[config.mk]
export PLATFORM = sky130hd
export DESIGN_NAME = fetch_stage
export DESIGN_NICKNAME = d
export VERILOG_FILES = /design/src/rtl/fetch_stage_pkg.sv /design/src/rtl/fetch_stage_pc_reg.sv /design/src/rtl/fetch_stage.sv
export SDC_FILE = /design/constraint.sdc
export NUM_CORES = 1
export LEC_CHECK = 0
export BUFFER_PORTS_ARGS = -buffer_cell sky130_fd_sc_hd__buf_2
export CORE_MARGIN = 3
export CORE_UTILIZATION = 48
export DETAILED_ROUTE_END_ITERATION = 12
export HOLD_SLACK_MARGIN = 0.06
export PLACE_DENSITY = 0.81
export SLEW_MARGIN = 15
export SYNTH_ARGS = -nofsm -noshare
export SYNTH_HDL_FRONTEND = slang
export SYNTH_SLANG_ARGS = --single-unit
[constraint.sdc]
create_clock -name clk -period 1.91 [get_ports clk]
set_input_delay 0.2865 -clock clk [delete_from_list [all_inputs] [get_ports clk]]
set_output_delay 0.2865 -clock clk [all_outputs]
set_load 0.01 [all_outputs]
[src/rtl/fetch_stage_pkg.sv]
// Shared fetch-stage constants and the next-PC source encoding.
package fetch_stage_pkg;

    localparam int unsigned PC_WIDTH  = 32;
    localparam logic [31:0] RESET_PC  = 32'hBFC0_0000;
    localparam logic [31:0] NOP_INSTR = 32'h0000_0000;

    typedef enum logic [1:0] {
        PCSEL_SEQ,
        PCSEL_BR,
        PCSEL_JMP,
        PCSEL_FLUSH
    } pc_sel_e;

endpackage

[src/rtl/fetch_stage_pc_reg.sv]
// PC register with prioritised next-PC mux: flush > stall hold > jump > branch > sequential.
module pc_reg
    import fetch_stage_pkg::*;
#(
    parameter logic [PC_WIDTH-1:0] RESET_PC_VAL = RESET_PC
) (
    input  logic                clk,
    input  logic                rst,
    input  logic                stall,
    input  logic                flush,
    input  logic [PC_WIDTH-1:0] flush_pc,
    input  logic                jump,
    input  logic [PC_WIDTH-1:0] jump_target,
    input  logic                branch,
    input  logic [PC_WIDTH-1:0] branch_target,
    output logic [PC_WIDTH-1:0] pc
);

    pc_sel_e             sel;
    logic [PC_WIDTH-1:0] pc_next;

    always_comb begin
        sel = PCSEL_SEQ;
        if (flush)
            sel = PCSEL_FLUSH;
        else if (jump)
            sel = PCSEL_JMP;
        else if (branch)
            sel = PCSEL_BR;
    end

    always_comb begin
        pc_next = pc + 32'd4;
        unique case (sel)
            PCSEL_FLUSH: pc_next = flush_pc;
            PCSEL_JMP:   pc_next = jump_target;
            PCSEL_BR:    pc_next = branch_target;
            default:     pc_next = pc + 32'd4;
        endcase
    end

    // Stall holds the PC and masks any redirect; only flush overrides it.
    always_ff @(posedge clk) begin
        if (rst)
            pc <= RESET_PC_VAL;
        else if (flush || !stall)
            pc <= pc_next;
    end

endmodule

[src/rtl/fetch_stage.sv]
// Instruction fetch: owns the PC, drives the synchronous instruction SRAM and the IF/ID register.
module fetch_stage
    import fetch_stage_pkg::*;
#(
    parameter logic [31:0] RESET_PC  = fetch_stage_pkg::RESET_PC,
    parameter logic [31:0] NOP_INSTR = fetch_stage_pkg::NOP_INSTR
) (
    input  logic        clk,
    input  logic        rst,
    input  logic        stallD,
    input  logic        flush,
    input  logic [31:0] flush_pc,
    input  logic        branch_takenD,
    input  logic [31:0] branch_targetD,
    input  logic        jumpD,
    input  logic [31:0] jump_targetD,
    output logic        inst_sram_en,
    output logic [31:0] inst_sram_addr,
    input  logic [31:0] inst_sram_rdata,
    output logic [31:0] instrD,
    output logic [31:0] pcD,
    output logic        validD,
    output logic        adelF
);

    logic [31:0] pcF;
    logic [31:0] hold_instr;
    logic        hold_valid;
    logic        id_load;

    pc_reg #(
        .RESET_PC_VAL (RESET_PC)
    ) u_pc_reg (
        .clk           (clk),
        .rst           (rst),
        .stall         (stallD),
        .flush         (flush),
        .flush_pc      (flush_pc),
        .jump          (jumpD),
        .jump_target   (jump_targetD),
        .branch        (branch_takenD),
        .branch_target (branch_targetD),
        .pc            (pcF)
    );

    assign adelF          = (pcF[1:0] != 2'b00);
    assign inst_sram_en   = !rst && !stallD && !adelF;
    assign inst_sram_addr = pcF;
    assign id_load        = !stallD || flush;

    always_ff @(posedge clk) begin
        if (rst) begin
            pcD    <= '0;
            validD <= 1'b0;
        end else if (id_load) begin
            pcD    <= pcF;
            validD <= !flush && !adelF;
        end
    end

    // SRAM data is only valid for one cycle, so capture it on the first stalled cycle.
    always_ff @(posedge clk) begin
        if (rst) begin
            hold_valid <= 1'b0;
            hold_instr <= '0;
        end else if (flush || !stallD) begin
            hold_valid <= 1'b0;
        end else if (!hold_valid) begin
            hold_valid <= 1'b1;
            hold_instr <= inst_sram_rdata;
        end
    end

    always_comb begin
        instrD = inst_sram_rdata;
        if (rst || !validD)
            instrD = NOP_INSTR;
        else if (hold_valid)
            instrD = hold_instr;
    end

endmodule

* Word level (Yosys, flattened, before mapping) *
Index checks and enable logic that the tools add are counted.

word-level totals
  bits in registers = 98
  output and inout port bits = 99
  logic and storage cells = 27
  bits of input ports = 134

operators by class
  reduce and logical (&&, ||, !) cells = 11
  add/subtract/negate cells = 1
  equality and inequality tests = 3
  muxes and demuxes = 7

operator list
  operator                                                         number
  32-bit case mux with 3 select lines                              1
  32-bit two-way mux                                               2
  32-bit by 3-bit adder with 32-bit output, second input constant  1
  1-bit logical NOT                                                5
  2-bit == test, second input constant                             2
  2-bit two-way mux                                                2
  1-bit logical AND                                                3
  2-bit by 1-bit == test with 1-bit output, second input constant  1
  1-bit logical OR                                                 2
  1-bit two-way mux                                                2
  2-bit nonzero test                                               1

* Longest topological paths before layout *
Gate-level depths: netlist of run 1.

  word-level depth = 5
  mapped depth = 8
  gate-level depth less buffers = 6

* Hierarchy *
From an unflattened synthesis of run 1, not the netlist that was laid out.

unflattened totals
  cells, all modules = 736
  area total of the unflattened synthesis = 5,484.0 µm²

modules (own cells, without submodules)
  module       seq. area each (µm²)  cells an instance  times used  area each (µm²)
  fetch_stage  1,321.3               363                1           2,817.7
  pc_reg       640.6                 373                1           2,666.3

* Worst setup path after synthesis of run 1 *
OpenSTA, ideal clock, no wires.

  kind = reg2reg
  start = register u_pc_reg.pc[2]
  end = register u_pc_reg.pc[28]
  buffers on the path = 0
  stages on the path, launching flop included = 7
  clock period less this slack = 1.729 ns
  required time = 1.775 ns
  path slack = 0.181 ns
  setup time = 0.135 ns
  data arrival time = 1.595 ns
  path through = dfxtp_1 > ha_1 > inv_1 > nor4_2 > nand3_1 > mux2i_1 > a22oi_1

between the ends
  cells in the longest elaborated chain, start to end = 2

ends and longest elaborated chain
  what                                      line                      RTL
  from (decl)                               fetch_stage_pc_reg.sv:16  output logic [PC_WIDTH-1:0] pc
  from (signal assigned)                    fetch_stage_pc_reg.sv:47  pc <= pc_next;
  32-bit by 3-bit adder with 32-bit output  fetch_stage_pc_reg.sv:38  default: pc_next = pc + 32'd4;
  32-bit case mux with 3 select lines       fetch_stage_pc_reg.sv:34  unique case (sel)

Every way passes these cells.
A chain may end at the register's enable or synchronous reset.

* Final worst setup path of run 1 *
  start = register u_pc_reg.pc[10]
  end = register u_pc_reg.pc[22]

Same word-level chain as after synthesis.

==> results.ini, run 1 <==
[outcome]
status=completed

[final_layout]
final.fill_count=949
drive_gt1_frac=0.335
nets=1072
final_cell_mix=231 x buf_2, 155 x nand2_1, 97 x dfxtp_1, 96 x a21oi_1, 54 x nor2_1
layout_commonest_cell=buf_2
regArea_um2=1960
instances_no_fill=1079
stdcell_area_um2=6980
final_core_util=0.661
synthToLayoutAreaGrowth_pct=31.5
multi_input_area_um2=3080

[placement]
dp.cells=1062
gp_congestion=0.946
place_area_um2=6790
place_hpwl_mm=13.7
portBuffers=232

[synth]
synth_edf_count=0
synth-main-ff-cell=dfxtp_1
synth-seq-cells=98
synth_top_area_frac=0.370
yosysUniqueCellTypes=55
postSynthAreaPerCell_um2=7.53
syn_nets=840
netlist_area_um2=5310
synth_cells=705
synth_area_leaders=dfxtp_1 37%, nand2_1 11%, a21oi_1 9.1%, mux2i_1 7.7%, nor2_1 3.9%
ys_warn_count=0
async_reset_ff_frac=0
synth_area_leader_cell=dfxtp_1
yosysSeqAreaShare=0.370

[detailed_routing]
remaining_drc_errors=0
wl_per_cell_um=16.7
via_per_inst=5.75
drt_first_pass_iters=5
first_iter_violations=540
drt_wl_total_mm=18.0
route.vias.total=6199
postRouteAntennaNets=0

[setup_path]
start_kind=register
crit_chain=and3_1 -> nand3_1 -> nor4_2 -> mux2i_1 -> a22oi_1
crit_path_top_delay_cell=dfxtp_1
r2r-start=u_pc_reg.pc[10]
r2r_setup_slack_ns=0.12
endpoint_kind=register
crit_fanout=7
cp_slowest_stage_delay_ns=0.50
crit_family=simple AND/OR/NAND/NOR gates
crit_type=register to register
arrival_ns=2.04
critical_path_required_ns=2.15
reg2regPathDepth=5
cp.buffers_inverters=0
timing.rr.end=u_pc_reg.pc[22]

[sta]
rsz0062_at_grt=no
period_needed_ns=1.79
worst_pin_slew_ns=0.550
fin_skew_ns=0.0123
hold_viol_final=0
slew_headroom=0.634
max_freq_mhz=558
fin_tns_setup_ns=0
finalSetupViolations=0
final.period_utilization=0.939
maxSlewViolCount=0

[min_path]
hold_path_end=hold_instr[8]
holdCritStartpoint=inst_sram_rdata[8]
worstHoldPathCells=3
min_path_type=primary input to register

[global_routing]
grt_max_degree=52
grt_antenna_before_repair=1
track_usage=0.277
grt_overflow=0
grt_pass1_wl_mm=28.6
grt_pass1_vias=5695

[pwr]
power-per-cell-area_nw_per_um2=661
fin_total_pwr_mw=4.61
ir_worst_vdd_mv=0.409
p_leak_nw=3.17

[clocking]
clk_latency_ns=0.36
hold_buffers=0
cts_resized=0
root_buffer=clkbuf_8
cts.clk_slew.worst_paths_ns=0.10
cts_sinks=98
cts_tree=yes
cts_buffers=9
clockBufferDepth=2
post_cts_buffers=0
cts_max_level=3

[run]
drv_cap=0

[floorplan]
die_w_um=111
start_util=0.503
placementRows=37
io_pins=233
coreArea_um2=10600
die_h_um=111
dieArea_um2=12400

per-layer routing:
| metal | GRT usage | vias up | routed length, um |
|---|---|---|---|
| li1 | - | 2964 | - |
| met1 | 0.359 | 2856 | 7340 |
| met2 | 0.466 | 335 | 8600 |
| met3 | 0.0437 | 44 | 1530 |
| met4 | 0.105 | 0 | 561 |
| met5 | 0 | - | 0 |
layout make-up:
| type | count | share of cell area |
|---|---|---|
| flip-flops and latches | 98 | 0.281 |
| well taps | 136 | 0.0244 |
| clock inverters | 6 | 0.00699 |
| clock buffers | 10 | 0.0197 |
| multi-input cells | 540 | 0.441 |
| repair buffers | 277 | 0.221 |
| diodes | 1 | 0.000359 |
| inverters | 11 | 0.00592 |
through the flow:
step,setup slack (ns),hold slack (ns)
floorplan,0.181,0.422
global placement,0.199,0.436
detailed placement,0.128,0.442
CTS,0.112,0.144
global route,0.00803,0.143
finish,0.116,0.159
worst register-to-register path, stage by stage (launching register included):
cell and delay [ns]:
dfxtp_1 0.50, and3_1 0.32, nand3_1 0.21, nor4_2 0.34, mux2i_1 0.22, a22oi_1 0.09
report_power, final:
part           total [mW]  switching [mW]  leakage, nW  internal, mW
Combinational        1.03           0.576         2.27         0.456
Sequential           2.29           0.116        0.807          2.17
Clock                1.29           0.769       0.0908         0.524
logic make-up after synthesis:
group / count (synthesis) / synth area share
AO/OA/AOI/OAI: 210 / 0.241
buffers and inverters: 67 / 0.0537
multiplexers: 41 / 0.0773
XOR/XNOR: 2 / 0.00330
adder cells (fa/ha/maj): 1 / 0.00236
flip-flops: 98 / 0.370
AND/OR/NAND/NOR: 286 / 0.253
worst max path at each step:
stage / start / to / cells past startpoint
finish: u_pc_reg.pc[10] / u_pc_reg.pc[22] / 5
global route: u_pc_reg.pc[12] / u_pc_reg.pc[31] / 6
CTS: u_pc_reg.pc[2] / u_pc_reg.pc[28] / 7
detailed placement: u_pc_reg.pc[2] / u_pc_reg.pc[28] / 7
global placement: branch_takenD / u_pc_reg.pc[15] / 7
floorplan: u_pc_reg.pc[2] / u_pc_reg.pc[28] / 6
Yosys cell counts (all sizes together), types with 3 or more instances:
master	number
nand2	156
dfxtp	98
a21oi	96
nor2	55
mux2i	41
o21ai	37
clkbuf	29
buf	27
nand3	15
nor3	15
o22ai	15
a221oi	13
nand4	13
inv	11
a22oi	10
a221o	7
nor4	7
and3	6
o211ai	6
a2bb2oi	5
nand2b	5
a31oi	4
nor2b	4
a211oi	3
a21o	3
or2	3
(Power assumes the default switching activity.)
==> inputs of run 2 (changes only) <==
--- a/config.mk
+++ b/config.mk
@@ -11,6 +11,7 @@
 export DETAILED_ROUTE_END_ITERATION = 12
 export HOLD_SLACK_MARGIN = 0.06
 export PLACE_DENSITY = 0.81
+export RECOVER_POWER = 25
 export SLEW_MARGIN = 15
 export SYNTH_ARGS = -nofsm -noshare
 export SYNTH_HDL_FRONTEND = slang
==> run 2 against run 1 <==
Sequential cell count unchanged. Critical endpoint unchanged. Global-route usage unchanged. Total power hardly changed. Clock skew grew 0.00064 ns. Register-to-register slack improved by 0.02 ns. Hold slack worse by 0.0011 ns. Count of clock-buffer cells in the layout is the same. Die area unchanged. Routed wire length barely moved. Via count fell by 0.61%. Largest cell class unchanged.
==> results.ini, run 2 (same netlist as run 1, synthesis figures left out) <==
[detailed_routing]
first_iter_violations=587
drt_wl_total_mm=18.0
route.vias.total=6161
wl_per_cell_um=16.7
postRouteAntennaNets=0
drt_first_pass_iters=5
via_per_inst=5.71
remaining_drc_errors=0

[placement]
portBuffers=232
place_hpwl_mm=13.7
gp_congestion=0.946
place_ws_ns=0.128

[clocking]
clk_latency_ns=0.36
post_cts_buffers=0
cts_tree=yes
cts_max_level=3
clockBufferDepth=2
root_buffer=clkbuf_8
cts_sinks=98
cts_buffers=9
cts.clk_slew.worst_paths_ns=0.11

[global_routing]
grt_overflow=0
grt_antenna_before_repair=1
grt_pass1_wl_mm=28.6
grt_max_degree=52
grt_pass1_vias=5695
track_usage=0.277

[floorplan]
placementRows=37
coreArea_um2=10600
die_w_um=111
dieArea_um2=12400
die_h_um=111
io_pins=233
start_util=0.503

[final_layout]
drive_gt1_frac=0.314
final.fill_count=965
layout_commonest_cell=buf_2
synthToLayoutAreaGrowth_pct=30.8
final_cell_mix=214 x buf_2, 156 x nand2_1, 97 x dfxtp_1, 96 x a21oi_1, 54 x nor2_1
nets=1072

[min_path]
min_path_type=primary input to register

[sta]
period_needed_ns=1.77
fin_ws_ns=0.135
worst_pin_slew_ns=1.05
rsz0062_at_grt=no
fin_tns_setup_ns=0
max_freq_mhz=563
slew_headroom=0.300
finalSetupViolations=0
fin_skew_ns=0.0130
maxSlewViolCount=0
hold_viol_final=0
final.period_utilization=0.929

[outcome]
status=completed

[pwr]
power-per-cell-area_nw_per_um2=664
ir_worst_vdd_mv=0.411
p_leak_nw=3.09

[setup_path]
crit_type=register to register
endpoint_kind=register
crit_fanout=7
arrival_ns=2.02
critical_path_required_ns=2.15
start_kind=register

[run]
drv_cap=0

==> run 2: per-stage QoR <==
| step | instances | util | instance area, um^2 | hold WS, ns | power [mW] |
|---|---|---|---|---|---|
| 2_1_floorplan | 705 | - | 5310 | 0.422 | 2.87 |
| 3_3_place_gp | 1062 | 0.643 | 6790 | 0.436 | 3.34 |
| 3_5_place_dp | 1062 | 0.643 | 6790 | 0.442 | 3.35 |
| 4_1_cts | 1078 | 0.661 | 6970 | 0.144 | 4.63 |
| 5_1_grt | 1079 | 0.658 | 6940 | 0.143 | 4.83 |
| 6_report | 1079 | 0.658 | 6940 | 0.158 | 4.61 |
==> run 2: final cells by class <==
cell class	instances	area, um^2	share of cell area
Sequential cell	98	1960	0.283
Clock inverter	6	48.8	0.00703
Timing Repair Buffer	277	1510	0.218
Tap cell	136	170	0.0245
Antenna cell	1	2.50	0.000360
Clock buffer	10	138	0.0198
Multi-Input combinational cell	540	3070	0.442
Inverter	11	41.3	0.00595
==> run 2: path summary, 6_finish.rpt <==
kind                        from         endpoint  slack, ns  cells after the start
max reg2reg      u_pc_reg.pc[10]  u_pc_reg.pc[22]       0.14                      5
min reg2reg              pcD[23]          pcD[23]       0.46                      2
min          inst_sram_rdata[22]   hold_instr[22]       0.16                      3
max              u_pc_reg.pc[10]  u_pc_reg.pc[22]       0.14                      5
==> run 2: worst max-delay path, stage by stage, from the launching register on <==
cell and delay [ns]:
dfxtp_1 0.51, and3_1 0.32, nand3_1 0.20, nor4_2 0.32, mux2i_1 0.22, a22oi_1 0.09
==> run 2: report_power, final <==
| group | switching [mW] | total (mW) | internal [mW] | leakage (nW) |
|---|---|---|---|---|
| Clock | 0.775 | 1.30 | 0.524 | 0.0908 |
| Combinational | 0.574 | 1.02 | 0.449 | 2.20 |
| Sequential | 0.116 | 2.29 | 2.17 | 0.807 |
| Total | 1.47 | 4.61 | 3.15 | 3.09 |
==> run 2: timing repair <==
item,in CTS,in global routing
resized for setup,0,1
hold buffers,0,0
setup endpoints to repair,0,1
==> run 2: routing by layer <==
metal  wire length (um)  global-route usage  up-vias  part of all wire
met1               7520               0.359     2848              0.42
met4                580               0.105        0             0.032
met3               1360              0.0437       44             0.075
met5                  0                   0        -                 0
met2               8590               0.466      299              0.48
li1                   -                   -     2970                 -
==> inputs of run 3 (changes only) <==
==> constraint.sdc (replaced) <==
create_clock -name clk -period 1.75 [get_ports clk]
set_input_delay 0.2625 -clock clk [delete_from_list [all_inputs] [get_ports clk]]
set_output_delay 0.2625 -clock clk [all_outputs]
set_load 0.01 [all_outputs]
==> run 3 against run 2 <==
Hold slack worse by 0.028 ns. First-iteration DRC count up 0.17%. Critical path type is now register to output port. Largest power group unchanged. Combinational power up 18%. Via count up 0.71%. Critical path depth down 1.
==> results.ini, run 3 (same netlist as run 1, synthesis figures left out) <==
[final_layout]
final_cell_mix=217 x buf_2, 156 x nand2_1, 96 x a21oi_1, 94 x dfxtp_1, 60 x buf_4
final.fill_count=932
nets=1093
layout_commonest_cell=buf_2
multi_input_area_um2=3090
regArea_um2=1970
instances_no_fill=1099
stdcell_area_um2=7230
diodes=0
synthToLayoutAreaGrowth_pct=36.2
drive_gt1_frac=0.339

[placement]
dp.cells=1082
gp_congestion=0.962
portBuffers=232
place_area_um2=6960
place_hpwl_mm=14.0
place_ws_ns=0.0511

[detailed_routing]
top_layer_used=met4
wl_met2_mm=8.71
route.vias.total=6205
remaining_drc_errors=0
first_iter_violations=588
wl_per_cell_um=16.9
via_per_inst=5.65
drt_first_pass_iters=5
m1WireLength_mm=7.99
drt_wl_total_mm=18.5
postRouteAntennaNets=0
wl_met3_mm=1.36

[sta]
hold_ws_ns=0.129
worst_pin_slew_ns=0.550
rsz0062_at_grt=yes
hold_viol_final=0
finalSetupViolations=0
fin_tns_setup_ns=0
fin_ws_ns=0.0597
slew_headroom=0.633
fin_skew_ns=0.0150
period_needed_ns=1.69
max_freq_mhz=592
maxSlewViolCount=0
final.period_utilization=0.966

[global_routing]
track_usage=0.282
grt_max_degree=42
grt_antenna_before_repair=0
grt_pass1_vias=5807
grt_pass1_wl_mm=28.9
grt_overflow=0

[setup_path]
cp.buffers_inverters=2
r2r_setup_slack_ns=0.08
arrival_ns=1.43
reg2regPathDepth=4
timing.rr.end=u_pc_reg.pc[17]
crit_chain=clkbuf_16 -> mux2i_1 -> nor2_1 -> buf_2
start_kind=register
crit_type=register to output port
cp_slowest_stage_delay_ns=0.41
critical_path_required_ns=1.49
crit_fanout=17
r2r-start=u_pc_reg.pc[5]
crit_path_top_delay_cell=dfxtp_2
crit_family=flip-flops
endpoint_kind=output port

[clocking]
clockBufferDepth=2
cts_max_level=3
post_cts_buffers=0
clk_latency_ns=0.37
cts_sinks=98
cts.clk_slew.worst_paths_ns=0.11
root_buffer=clkbuf_8
cts_tree=yes
cts_buffers=9

[min_path]
hold_path_end=hold_instr[12]
worstHoldPathCells=3
holdCritStartpoint=inst_sram_rdata[12]
min_path_type=primary input to register

[floorplan]
coreArea_um2=10600
placementRows=37
start_util=0.503
die_h_um=111
io_pins=233
die_w_um=111
dieArea_um2=12400

[pwr]
ir_worst_vdd_mv=0.530
power-per-cell-area_nw_per_um2=747
p_leak_nw=3.27

[run]
drv_cap=0

[outcome]
status=completed

-- run 3: changes by cell type in the layout (fill, tap and decap cells not counted), moves of 2 or more --
cell,before,now
buf_2,214,217
buf_12,3,5
buf_4,42,60
dfxtp_1,97,94
clkbuf_1,18,15
bufinv_16,0,2
dfxtp_2,1,3
-- run 3: routing by layer --
metal / vias up / GRT usage
met2: 298 / 0.471
li1: 3025 / -
met4: 0 / 0.0957
met5: - / 0
met1: 2841 / 0.379
met3: 41 / 0.0338
-- run 3: repair_timing --
item | CTS | global route
hold buffers | 0 | 0
endpoints found under the hold margin | 0 | 0
endpoints found under the setup margin | 1 | 12
cloned | 0 | 1
resized for setup | 1 | 8
-- run 3: worst max-delay path by stage --
stage          cells past startpoint         endpoint  slack (ns)           start
6_report                           4       instrD[26]        0.06      hold_valid
5_1_grt                            6  u_pc_reg.pc[31]       -0.03  u_pc_reg.pc[5]
4_1_cts                            3     inst_sram_en        0.03  u_pc_reg.pc[1]
3_5_place_dp                       6   u_pc_reg.pc[9]        0.05           jumpD
3_3_place_gp                       7   u_pc_reg.pc[2]        0.12           jumpD
2_1_floorplan                      6  u_pc_reg.pc[28]        0.02  u_pc_reg.pc[2]
-- run 3: per-stage QoR --
| stage | utilization | total power [mW] |
|---|---|---|
| floorplan | - | 3.13 |
| global route | 0.685 | 5.65 |
| global placement | 0.660 | 3.69 |
| finish | 0.685 | 5.40 |
| CTS | 0.682 | 5.39 |
| detailed placement | 0.660 | 3.71 |
-- run 3: final cells by class --
type                       count  share of cell area
clock buffer                  10              0.0190
sequential                    98               0.273
multi-input combinational    540               0.428
clock inverter                 6              0.0133
timing repair buffer         298               0.238
tap                          136              0.0235
inverter                      11             0.00571
-- run 3: worst register-to-register path, cell delays in order (launching register included) --
cell     delay (ns)
dfxtp_1        0.40
and4_2         0.33
nand4_2        0.22
or4_1          0.47
a31oi_1        0.19
-- run 3: report_power, final --
group | switching [mW] | internal, mW
clock network | 0.855 | 0.863
logic | 0.665 | 0.535
registers | 0.106 | 2.37
total | 1.63 | 3.77
